===== src/rtl/instruction_fetcher.sv =====
// Byte-serial fetch: 4 little-endian bytes per word, 5 cycles/word with full grant; {ins, pc} held on valid/ready.
// Backpressure stops fetch while the word is held; `FETCH_SKID_EN adds a one-word buffer so fetch runs ahead.
module instruction_fetcher #(
    parameter logic [31:0] RESET_PC = 32'h0000_0000
) (
    input  logic        clk_in,
    input  logic        rst_in,
    input  logic        rdy_in,
    input  logic        mem_gnt,
    output logic        mem_req,
    output logic [31:0] mem_a,
    input  logic [7:0]  mem_din,
    input  logic        flush_in,
    input  logic [31:0] flush_pc,
    output logic        out_valid,
    input  logic        out_ready,
    output logic [31:0] out_ins,
    output logic [31:0] out_pc
);

    logic [31:0] r_pc;
    logic [2:0]  r_issue_cnt;
    logic [1:0]  r_recv_cnt;
    logic [23:0] r_word;
    logic        r_inflight;
    logic        r_run;
    logic        r_out_valid;
    logic [31:0] r_out_ins;
    logic [31:0] r_out_pc;

    logic        w_req;
    logic        w_issue;
    logic        w_complete;
    logic        w_hs;
    logic [31:0] w_word;
    logic [2:0]  w_issue_nxt;

    assign w_complete  = r_inflight && (r_recv_cnt == 2'd3);
    assign w_hs        = r_out_valid && out_ready;
    assign w_word      = {mem_din, r_word};
    assign w_issue     = w_req && mem_gnt && rdy_in;
    // issue_cnt is relative to r_pc, so it drops by 4 when the word completes and pc advances
    assign w_issue_nxt = r_issue_cnt + {2'b00, w_issue} - (w_complete ? 3'd4 : 3'd0);

    assign mem_req   = w_req;
    assign mem_a     = r_run ? (r_pc + {29'd0, r_issue_cnt}) : 32'd0;
    assign out_valid = r_out_valid;
    assign out_ins   = r_out_ins;
    assign out_pc    = r_out_pc;

    always_ff @(posedge clk_in or negedge rst_in) begin
        if (!rst_in) begin
            r_pc        <= RESET_PC;
            r_issue_cnt <= 3'd0;
            r_recv_cnt  <= 2'd0;
            r_word      <= 24'd0;
            r_inflight  <= 1'b0;
            r_run       <= 1'b0;
        end else if (rdy_in) begin
            r_run <= 1'b1;
            if (flush_in) begin
                // clearing r_inflight drops the byte of any pre-flush address still in flight
                r_pc        <= flush_pc;
                r_issue_cnt <= 3'd0;
                r_recv_cnt  <= 2'd0;
                r_inflight  <= 1'b0;
            end else begin
                r_issue_cnt <= w_issue_nxt;
                r_inflight  <= w_issue;
                if (r_inflight) begin
                    r_recv_cnt <= r_recv_cnt + 2'd1;
                    case (r_recv_cnt)
                        2'd0:    r_word[7:0]   <= mem_din;
                        2'd1:    r_word[15:8]  <= mem_din;
                        2'd2:    r_word[23:16] <= mem_din;
                        default: ;
                    endcase
                end
                if (w_complete) begin
                    r_pc <= r_pc + 32'd4;
                end
            end
        end
    end

`ifdef FETCH_SKID_EN
    logic        r_buf_valid;
    logic [31:0] r_buf_ins;
    logic [31:0] r_buf_pc;
    logic        w_start;
    logic [2:0]  w_occ_nxt;

    // a new word may start only if a slot is free for it after this edge; started words always finish
    assign w_start   = (r_issue_cnt == 3'd0) || ((r_issue_cnt == 3'd4) && w_complete);
    assign w_occ_nxt = {2'b00, r_out_valid} + {2'b00, r_buf_valid} + {2'b00, w_complete} - {2'b00, w_hs};
    assign w_req     = r_run && (((r_issue_cnt != 3'd0) && (r_issue_cnt != 3'd4)) ||
                                 (w_start && (w_occ_nxt < 3'd2)));

    always_ff @(posedge clk_in or negedge rst_in) begin
        if (!rst_in) begin
            r_out_valid <= 1'b0;
            r_out_ins   <= 32'd0;
            r_out_pc    <= 32'd0;
            r_buf_valid <= 1'b0;
            r_buf_ins   <= 32'd0;
            r_buf_pc    <= 32'd0;
        end else if (rdy_in) begin
            if (flush_in) begin
                r_out_valid <= 1'b0;
                r_buf_valid <= 1'b0;
            end else if (w_hs) begin
                if (r_buf_valid) begin
                    r_out_ins   <= r_buf_ins;
                    r_out_pc    <= r_buf_pc;
                    r_buf_valid <= w_complete;
                    if (w_complete) begin
                        r_buf_ins <= w_word;
                        r_buf_pc  <= r_pc;
                    end
                end else if (w_complete) begin
                    r_out_ins <= w_word;
                    r_out_pc  <= r_pc;
                end else begin
                    r_out_valid <= 1'b0;
                end
            end else if (w_complete) begin
                if (r_out_valid) begin
                    r_buf_valid <= 1'b1;
                    r_buf_ins   <= w_word;
                    r_buf_pc    <= r_pc;
                end else begin
                    r_out_valid <= 1'b1;
                    r_out_ins   <= w_word;
                    r_out_pc    <= r_pc;
                end
            end
        end
    end
`else
    localparam logic [0:0] S_FETCH = 1'b0;
    localparam logic [0:0] S_HOLD  = 1'b1;

    logic [0:0] r_state;

    assign w_req = r_run && (r_state == S_FETCH) && (r_issue_cnt != 3'd4);

    always_ff @(posedge clk_in or negedge rst_in) begin
        if (!rst_in) begin
            r_state     <= S_FETCH;
            r_out_valid <= 1'b0;
            r_out_ins   <= 32'd0;
            r_out_pc    <= 32'd0;
        end else if (rdy_in) begin
            if (flush_in) begin
                r_state     <= S_FETCH;
                r_out_valid <= 1'b0;
            end else if (r_state == S_FETCH) begin
                if (w_complete) begin
                    r_state     <= S_HOLD;
                    r_out_valid <= 1'b1;
                    r_out_ins   <= w_word;
                    r_out_pc    <= r_pc;
                end
            end else if (w_hs) begin
                r_state     <= S_FETCH;
                r_out_valid <= 1'b0;
            end
        end
    end
`endif

endmodule


===== config.mk =====
export PLATFORM = sky130hd
export DESIGN_NAME = instruction_fetcher
export DESIGN_NICKNAME = d
export VERILOG_FILES = /design/src/rtl/instruction_fetcher.sv
export SDC_FILE = /design/constraint.sdc
export NUM_CORES = 1
export LEC_CHECK = 0
export BUFFER_PORTS_ARGS = -buffer_cell sky130_fd_sc_hd__buf_4
export CORE_ASPECT_RATIO = 0.5
export CORE_MARGIN = 5
export CORE_UTILIZATION = 59
export CTS_CLUSTER_DIAMETER = 50
export DETAILED_ROUTE_END_ITERATION = 16
export PLACE_DENSITY = 0.95
export SYNTH_ARGS = -nofsm -noshare
export SYNTH_HDL_FRONTEND = slang
export SYNTH_SLANG_ARGS = --single-unit

===== constraint.sdc =====
create_clock -name clk_in -period 6.7 [get_ports clk_in]
set_clock_uncertainty 0.1 [all_clocks]
set_input_delay 0.335 -clock clk_in [delete_from_list [all_inputs] [get_ports clk_in]]
set_output_delay 0.335 -clock clk_in [all_outputs]
set_load 0.05 [all_outputs]

---- Yosys cells after proc, flatten, opt, wreduce, memory -nomap -nowiden ----
Cells that the tools add are included.
word-level totals
  register bits after elaboration ......... 129
  input port bits ......................... 46
  output and inout bits ................... 98
  word-level logic and storage cells ...... 57
cells by class
  add/sub/neg operators ................... 5
  eq/ne operators ......................... 5
  muxes and demuxes ....................... 16
  bitwise logic cells ..................... 2
  reduce and logical (&&, ||, !) cells .... 17
operators with widths
  kind                                                             count
  32-bit 2-to-1 mux                                                3
  32-bit by 3-bit adder with 32-bit output                         1
  32-bit by 3-bit adder with 32-bit output, second input constant  1
  4-bit AND reduction                                              4
  1-bit 2-to-1 mux                                                 9
  1-bit logical AND                                                6
  3-bit 2-to-1 mux                                                 2
  3-bit != test, second input constant                             2
  2-bit == test, second input constant                             2
  2-bit 2-to-1 mux                                                 2
  2-bit AND reduction                                              2
  2-bit nonzero test                                               2
  3-bit by 1-bit adder with 3-bit output                           1
  3-bit AND reduction                                              1
  3-bit nonzero test                                               1
  3-bit subtractor                                                 1
  2-bit by 1-bit adder with 2-bit output, second input constant    1
  2-bit by 1-bit == test with 1-bit output, second input constant  1
  2-bit zero test                                                  1
  1-bit NOT                                                        2

---- Depth between registers and ports, before layout ----
Gate-level depths: netlist (run 1).
  word-level depth ........................ 8
  gate-level depth with buffers ........... 11
  mapped depth without buffers ............ 11

---- Worst setup path after synthesis (run 1) ----
Ideal clock, no wire load.
  kind .................................... register to output
  start point ............................. register r_issue_cnt[0]
  end point ............................... output port mem_a[22]
  arrival ................................. 3.387 ns
  required time ........................... 6.265 ns
  path slack .............................. 2.878 ns
  cell stages (with the launch flop) ...... 8
  path buffers ............................ 1
  cells stage by stage .................... dfrtp_1 > ha_1 > inv_1 > fa_1 > nand2b_1 > a211o_1 > clkbuf_1 > o41ai_1
on the way
  longest elaborated chain between the ends .. 2
RTL lines
  item                                      RTL line  source
  start, declared                           22        logic [2:0] r_issue_cnt;
  start signal, assigned                    68        r_issue_cnt <= w_issue_nxt;
  32-bit by 3-bit adder with 32-bit output  46        assign mem_a = r_run ? (r_pc + {29'd0, r_issue_cnt}) : 32'd0;
  32-bit 2-to-1 mux                         46
  end, declared                             11        output logic [31:0] mem_a,
Every way passes these cells.

---- Final worst setup path (run 1) ----
  start point ............................. register r_issue_cnt[0]
  end point ............................... output port mem_a[28]
The elaborated chain is that of the path after synthesis.

==> run metrics, run 1 <==
I/O Pins=around 140; post-synthesis sequential area ratio=47.9%; Ys Warns=0; period utilization=a little under three fifths; VDD IR max=~0.20 mV; status=finished clean; Die Y=around 86 um; reg2reg path depth=10; core area=approximately 11000 sq um; GR Util All Layers=between 20 and 30%; hpwl dp=~12000 um; post-synthesis cell area=approximately 6700 sq um; post-synthesis compound-gate area fraction=approximately 11%; clock sink total=~130; DIE WIDTH=161 um; Longest Clk Path Bufs=2; WL/cell=a little over 20 um; Arr. time, crit path=3.26 ns; Root Driver=clkbuf_16; P_sw=932 uW; I/O Buffers=143; Syn Area/Cell=approximately 11 sq um; vias in the first global route=5949; CP max FO=5; Initial Util=between 60% and 70%; CTS tree=done; Synth Net Count=~700; CP max stage cell=a211oi_1; Crit Path Class=register to output pin; flop2flop setup slack=3.95 ns; max_cap viols=0; Design Area, Final=between 8000 and 9000 sq um; EDFF count, synth=0; top post-synthesis cells by area=dfrtp_1, mux2_2, xnor2_1; grt ovf=0; async set-reset flop share out of synthesis=100%; Pre-antenna DRT Iters=6; pwr/cell area=roughly 300 nW/um^2; share of layout cells above drive strength 1=~36%; max_slew headroom=25.1%; antenna violations before repair=0; Clock power frac=roughly a third; Post-Synth XOR/XNOR Area=approximately 3.5%; Tmin final=roughly 3.7 ns; clock slew at reported path FFs=0.06 ns; final setup violation count=0; largest net degree at the start of global routing=between 70 and 80; final core occ=75.8%; global-route wire length before repair=30900 um; hold path cells=3; ANT cells=0; Layout Nets=815; total negative slack=0 ns; DRC=0; cts bufs inserted=17; via-per-instance ratio=approximately 6.2; Least-Margin Pin Slew=1.12 ns; Synth top area share=between 40% and 50%; critical path launch point type=register; Syn-to-layout area delta=24.5%; Setup crit start=r_issue_cnt[0]; post-synthesis simple-gate area fraction=approximately 16%; Seq cells post-synth=129; total power=2550 uW; placed cell areas=around 8000 sq um; Routed WL=around 19000 um; worst skew pair latency=0.42 ns; Syn Inst Count=~640; Reg-to-Reg Start=r_run; CP endpoint kind=output pin; final hold vios=0; sink of the worst hold path=r_pc[0]; worst hold path class=input port to register; area of the die=13800 sq um; Final GP Congestion=about 0.91; Post-CTS Resized=0; row count=27; post-synthesis mux area share=between 10% and 20%; Static Leak=approximately 0.004 uW; Yosys top cell by area=dfrtp_1; Reg power frac=between 30% and 40%; P_int=1620 uW; Worst EP required=about 6.3 ns; hold wc startpoint=flush_pc[0]; part of the power in combinational logic=25.5%; Post-Synth Adder-Cell Area=2.15%; post-route ant nets=0; crit path cell chain=ha_1 > inv_1 > fa_1 > nand2b_1 > a211oi_1 > nand3_1 > xnor2_1 > and2_1 > buf_4; largest family of logic cells by synthesized area=simple AND/OR/NAND/NOR gates; DR vias=roughly 5.7k; Yosys cell types=65; Iter 0 DRT Violations=~730; ys flop type=dfrtp_1; H-tree Lvls=4; r2r endpoint=r_issue_cnt[2]; unrepaired setup endpoints after global routing=false; Sw Ratio=36.5%; largest stage delay on the critical path=between 0.7 and 0.8 ns; max-slew violations=0; highest clock rate=between 200 and 300 MHz
per-stage QoR:
stage          hold WS (ns)  worst slack, ns  std cells
2_1_floorplan       -0.0606             2.88        636
3_3_place_gp          0.315             3.63        883
3_5_place_dp          0.328             3.58        883
4_1_cts              0.0294             3.11        916
5_1_grt              0.0462             2.73        916
6_report             0.0332             3.01        916
sequential cells by signal (all words and copies together), names as in the netlist:
| signal | flops |
|---|---|
| out_ins | 32 |
| out_pc | 32 |
| r_pc | 32 |
| r_word | 24 |
| r_issue_cnt | 3 |
| r_recv_cnt | 2 |
| out_valid | 1 |
| r_inflight | 1 |
| r_run | 1 |
| r_state | 1 |
worst max path at each step:
stage          cells after the start         to  slack [ns]
2_1_floorplan                      7  mem_a[22]        2.88
3_3_place_gp                       9  mem_a[28]        3.63
3_5_place_dp                       9  mem_a[28]        3.58
4_1_cts                            9  mem_a[28]        3.11
5_1_grt                            9  mem_a[28]        2.73
6_report                           9  mem_a[28]        3.01
layout by cell type, fill, tap and decap left out, types with 3 or more instances in the layout:
master	n
a21oi_1	25
or3_1	5
xor2_1	5
ha_1	10
o21ai_0	25
xnor2_1	22
nand3b_1	3
and2_1	27
clkinv_4	3
o22ai_1	12
clkbuf_16	17
nand4_1	14
a41oi_1	5
inv_1	20
o22a_1	3
inv_8	5
buf_4	147
a21boi_0	3
mux2i_1	3
inv_6	3
nand2_1	39
nor3_1	15
mux2_2	88
nor2_1	34
nand2b_1	4
nor4_1	10
and3_1	8
a211oi_1	8
nand3_1	25
a22oi_1	3
dfrtp_1	129
synth_stat cells (all sizes together) (4+ instances only):
library cell / instances
a211oi: 8
a21oi: 25
a41oi: 5
and2: 27
and3: 8
buf: 24
clkbuf: 21
dfrtp: 129
ha: 10
inv: 20
mux2: 88
nand2: 39
nand2b: 4
nand3: 26
nand4: 15
nor2: 34
nor3: 16
nor4: 12
o21ai: 26
o22ai: 12
or3: 5
xnor2: 22
xor2: 5
what timing repair did:
action,in CTS,in global routing
buffers inserted,0,0
hold endpoints to repair,57,0
hold buffers,1,0
cell type report:
type | count | area (sq um)
well taps | 145 | 181
fillers | 720 | 2680
flip-flops and latches | 129 | 3230
inverters | 21 | 78.8
multi-input cells | 441 | 3230
clock inverters | 15 | 145
repair buffers | 148 | 1110
clock buffers | 17 | 425
per-layer routing:
metal	track usage, %	vias to the layer above	routed length [um]
met4	13.2	0	728
met3	8.50	76	1980
li1	-	2554	-
met5	0	-	0
met1	35.3	2695	7240
met2	45.3	394	8560
cell families (layout without fill, tap and decap cells):
kind of cell | count (synthesis) | after routing
xor+xnor | 27 | 27
fa+ha+maj | 11 | 11
flops | 129 | 129
mux | 91 | 91
simple gates | 199 | 199
compound gates | 113 | 113
buf+inv | 66 | 201
worst max-delay path, delay by kind of cell (launching register included):
family / cells / cell delay (ns)
AOI/OAI and AO/OA: 1 / 0.75
and+or+nand+nor: 3 / 0.64
adders and majority gates: 2 / 0.60
DFF: 1 / 0.39
buffers and inverters: 2 / 0.27
xor gates and xnor gates: 1 / 0.19
power by group through the flow:
stage / combinational [uW] / clock (uW) / sequential [uW]
finish: 650 / 892 / 1010
global route: 697 / 949 / 1020
global placement: 626 / 0 / 1000
detailed placement: 643 / 0 / 1010
CTS: 650 / 902 / 1000
floorplan: 446 / 0 / 1010
Power figures use the tool's default switching activity.
==> run 2, diff against run 1 <==
--- a/config.mk
+++ b/config.mk
@@ -5,13 +5,14 @@
 export SDC_FILE = /design/constraint.sdc
 export NUM_CORES = 1
 export LEC_CHECK = 0
+export ABC_AREA = 1
 export BUFFER_PORTS_ARGS = -buffer_cell sky130_fd_sc_hd__buf_4
 export CORE_ASPECT_RATIO = 0.5
 export CORE_MARGIN = 5
-export CORE_UTILIZATION = 59
+export CORE_UTILIZATION = 50
 export CTS_CLUSTER_DIAMETER = 50
 export DETAILED_ROUTE_END_ITERATION = 16
-export PLACE_DENSITY = 0.95
+export PLACE_DENSITY = 0.87
 export SYNTH_ARGS = -nofsm -noshare
 export SYNTH_HDL_FRONTEND = slang
 export SYNTH_SLANG_ARGS = --single-unit
==> constraint.sdc (replaced) <==
create_clock -name clk_in -period 3 [get_ports clk_in]
set_clock_uncertainty 0.1 [all_clocks]
set_input_delay 0.15 -clock clk_in [delete_from_list [all_inputs] [get_ports clk_in]]
set_output_delay 0.15 -clock clk_in [all_outputs]
set_load 0.05 [all_outputs]
==> run metrics, run 2 <==
Metal-1 WL=between 8000 and 9000 um; Ys Warns=0; share of layout cells above drive strength 1=a little over a fifth; EDFF count, synth=0; post-synthesis compound-gate area fraction=a little over a tenth; Yosys cell types=33; critical path launch point type=register; Layout Cells excl Fill=1265; DR vias=about 6.9k; crit path to=mem_a[16]; Design Area, Final=between 9000 and 10000 sq um; Least-Margin Pin Slew=about 0.66 ns; post-synthesis cell area=6890 sq um; via-per-instance ratio=between 5 and 6; flop2flop setup slack=~0.64 ns; area of the die=16400 sq um; WL/cell=~17 um; Root Driver=clkbuf_16; crit path cell chain=ha_4 > inv_1 > fa_2 > inv_2 > nand2_1 > a21oi_2 > nand2_2 > nor2_4 > nor2_1 > nor3_1 > buf_4; VDD IR max=0.424 mV; clock slew at reported path FFs=around 0.07 ns; I/O Buffers=between 100 and 150; max_slew headroom=56.3%; grt ovf=0; hpwl dp=14900 um; WL met2=10500 um; r2r endpoint=r_issue_cnt[2]; final hold vios=0; unrepaired setup endpoints after global routing=false; Reg power frac=37.9%; period utilization=between 90% and 100%; Syn Inst Count=approximately 890; final core occ=about two thirds; Synth Net Count=~950; largest net degree at the start of global routing=roughly 100; Routed WL=~21000 um; minimum hold slack=~0.012 ns; most common cell in the synthesized netlist=nand2_1; Pre-antenna DRT Iters=5; CTS tree=done; Reg-to-Reg Start=r_state; Fillers=between 1k and 1.5k; vias in the first global route=~6.8k; Met3 Wirelength=roughly 1700 um; Setup crit start=r_issue_cnt[0]; global-route wire length before repair=34100 um; Final GP Congestion=roughly 0.94; post-synthesis sequential area ratio=a little under half; cts bufs inserted=17; total negative slack=0 ns; ANT cells=0; P_sw=between 2000 and 2500 uW; CP max stage cell=dfrtp_1; Yosys top cell by area=dfrtp_1; area of the multi-input gates=3240 sq um; Initial Util=51.0%; H-tree Lvls=4; pwr/cell area=around 600 nW/um^2; Worst EP required=~2.8 ns; placed cell count=between 1k and 1.5k; post-route ant nets=0; Tmin final=between 2 and 3 ns; post-synthesis mux area share=under 10%; storage element area=~3200 sq um; placed cell areas=8140 sq um; delay-heaviest family, CP=simple AND/OR/NAND/NOR gates; Static Leak=about 0.0047 uW; Post-Synth XOR/XNOR Area=between 1 and 1.5%; final setup violation count=0; worst skew pair latency=around 0.42 ns; ys flop type=dfrtp_1; Bufs and invs on worst path=3; Clock power frac=36.8%; post-synthesis simple-gate area fraction=28.0%; I/O Pins=~140; DIE WIDTH=between 150 and 200 um; Iter 0 DRT Violations=between 600 and 700; Post-Synth Adder-Cell Area=under 10%; Arr. time, crit path=between 2 and 3 ns; largest stage delay on the critical path=~0.42 ns; Sw Ratio=37.6%; critical path depth in cells=11; antenna violations before repair=0; DR top layer=met4; Syn Area/Cell=~7.7 sq um; async set-reset flop share out of synthesis=between 90% and 100%; core area=13500 sq um; Synth top area share=between 40 and 50%; CP max FO=4; Syn-to-layout area delta=33.4%; part of the power in combinational logic=25.3%; Longest Clk Path Bufs=2; leading cell type in the layout, fill and taps excluded=nand2_1; CP endpoint kind=output pin; max_cap viols=0; largest family of logic cells by synthesized area=simple AND/OR/NAND/NOR gates; commonest non-fill, non-tap cells in the layout=nand2_1, buf_4, dfrtp_1, nor2_1, inv_1; reg2reg path depth=11; DRC=0; Synth top cells by count=nand2_1, dfrtp_1, nor2_1; worst hold path class=input port to register; Die Y=93.0 um; Layout Nets=around 1.1k; row count=30; Seq cells post-synth=129; Crit Path Class=register to output pin; status=finished clean; max-slew violations=0; clock sink total=between 100 and 150; GR Util All Layers=between 20% and 30%; highest clock rate=349 MHz; top post-synthesis cells by area=dfrtp_1, nand2_1, nor2_1; P_int=between 3000 and 4000 uW
[run 2: changes by cell type after synthesis, moves of 21 or more]
cell / previous run / this run
and2_1: 27 / 1
inv_1: 20 / 83
mux2_1: 0 / 25
mux2_2: 88 / 0
nand2_1: 39 / 261
nand3_1: 25 / 46
nor2_1: 34 / 109
o21ai_1: 1 / 57
[run 2: cells by family (layout without fill, tap and decap cells)]
group,after synthesis,after routing
compound gates,142,142
fa+ha+maj,11,11
buf+inv,119,314
flops,129,129
mux,25,25
xor+xnor,10,10
simple gates,458,458
[run 2: power by group through the flow]
stage / clock [uW] / combinational [uW] / sequential [uW]
2_1_floorplan: 0 / 855 / 2140
3_3_place_gp: 0 / 1310 / 2120
3_5_place_dp: 0 / 1330 / 2130
4_1_cts: 2070 / 1390 / 2100
5_1_grt: 2160 / 1530 / 2130
6_report: 2050 / 1410 / 2110
[run 2: cell type report]
cell class,count,share of cell area (%)
Inverter,90,3.68
Clock buffer,17,4.63
Timing Repair Buffer,192,17.2
Clock inverter,15,1.73
Tap cell,176,2.40
Multi-Input combinational cell,646,35.3
Sequential cell,129,35.1
[run 2: per-layer routing]
metal / up-vias / GRT usage (%)
met4: 0 / 9.08
met2: 336 / 45.1
met3: 37 / 4.89
li1: 3240 / -
met5: - / 0
met1: 3258 / 33.0
[run 2: what timing repair did]
| item | in CTS | in global routing |
|---|---|---|
| hold buffers | 38 | 0 |
| setup buffers | 0 | 3 |
| endpoints found under the setup margin | 4 | 11 |
| pin swaps | 0 | 2 |
| endpoints found under the hold margin | 84 | 0 |
| resized for setup | 2 | 16 |
[run 2: tightest hold or removal path: stages]
cell,delay [ns]
buf_4,0.08
nor2_1,0.04
nor2_1,0.12
nand2_1,0.07
nand2_1,0.05
[run 2: worst min-delay path by stage]
stage | startpoint | end | cells past startpoint
after floorplan | rst_in | out_ins[0] | 0
after global placement | rst_in | out_pc[16] | 1
after detailed placement | rst_in | out_pc[16] | 1
after CTS | flush_pc[25] | r_pc[25] | 5
after global routing | flush_pc[6] | r_pc[6] | 3
final | flush_pc[25] | r_pc[25] | 5
[run 2: per-stage QoR]
stage	total power, uW	setup WS, ns
2_1_floorplan	2990	0.0996
3_3_place_gp	3420	0.498
3_5_place_dp	3460	0.383
4_1_cts	5560	0.0142
5_1_grt	5820	0.0473
6_report	5580	0.137
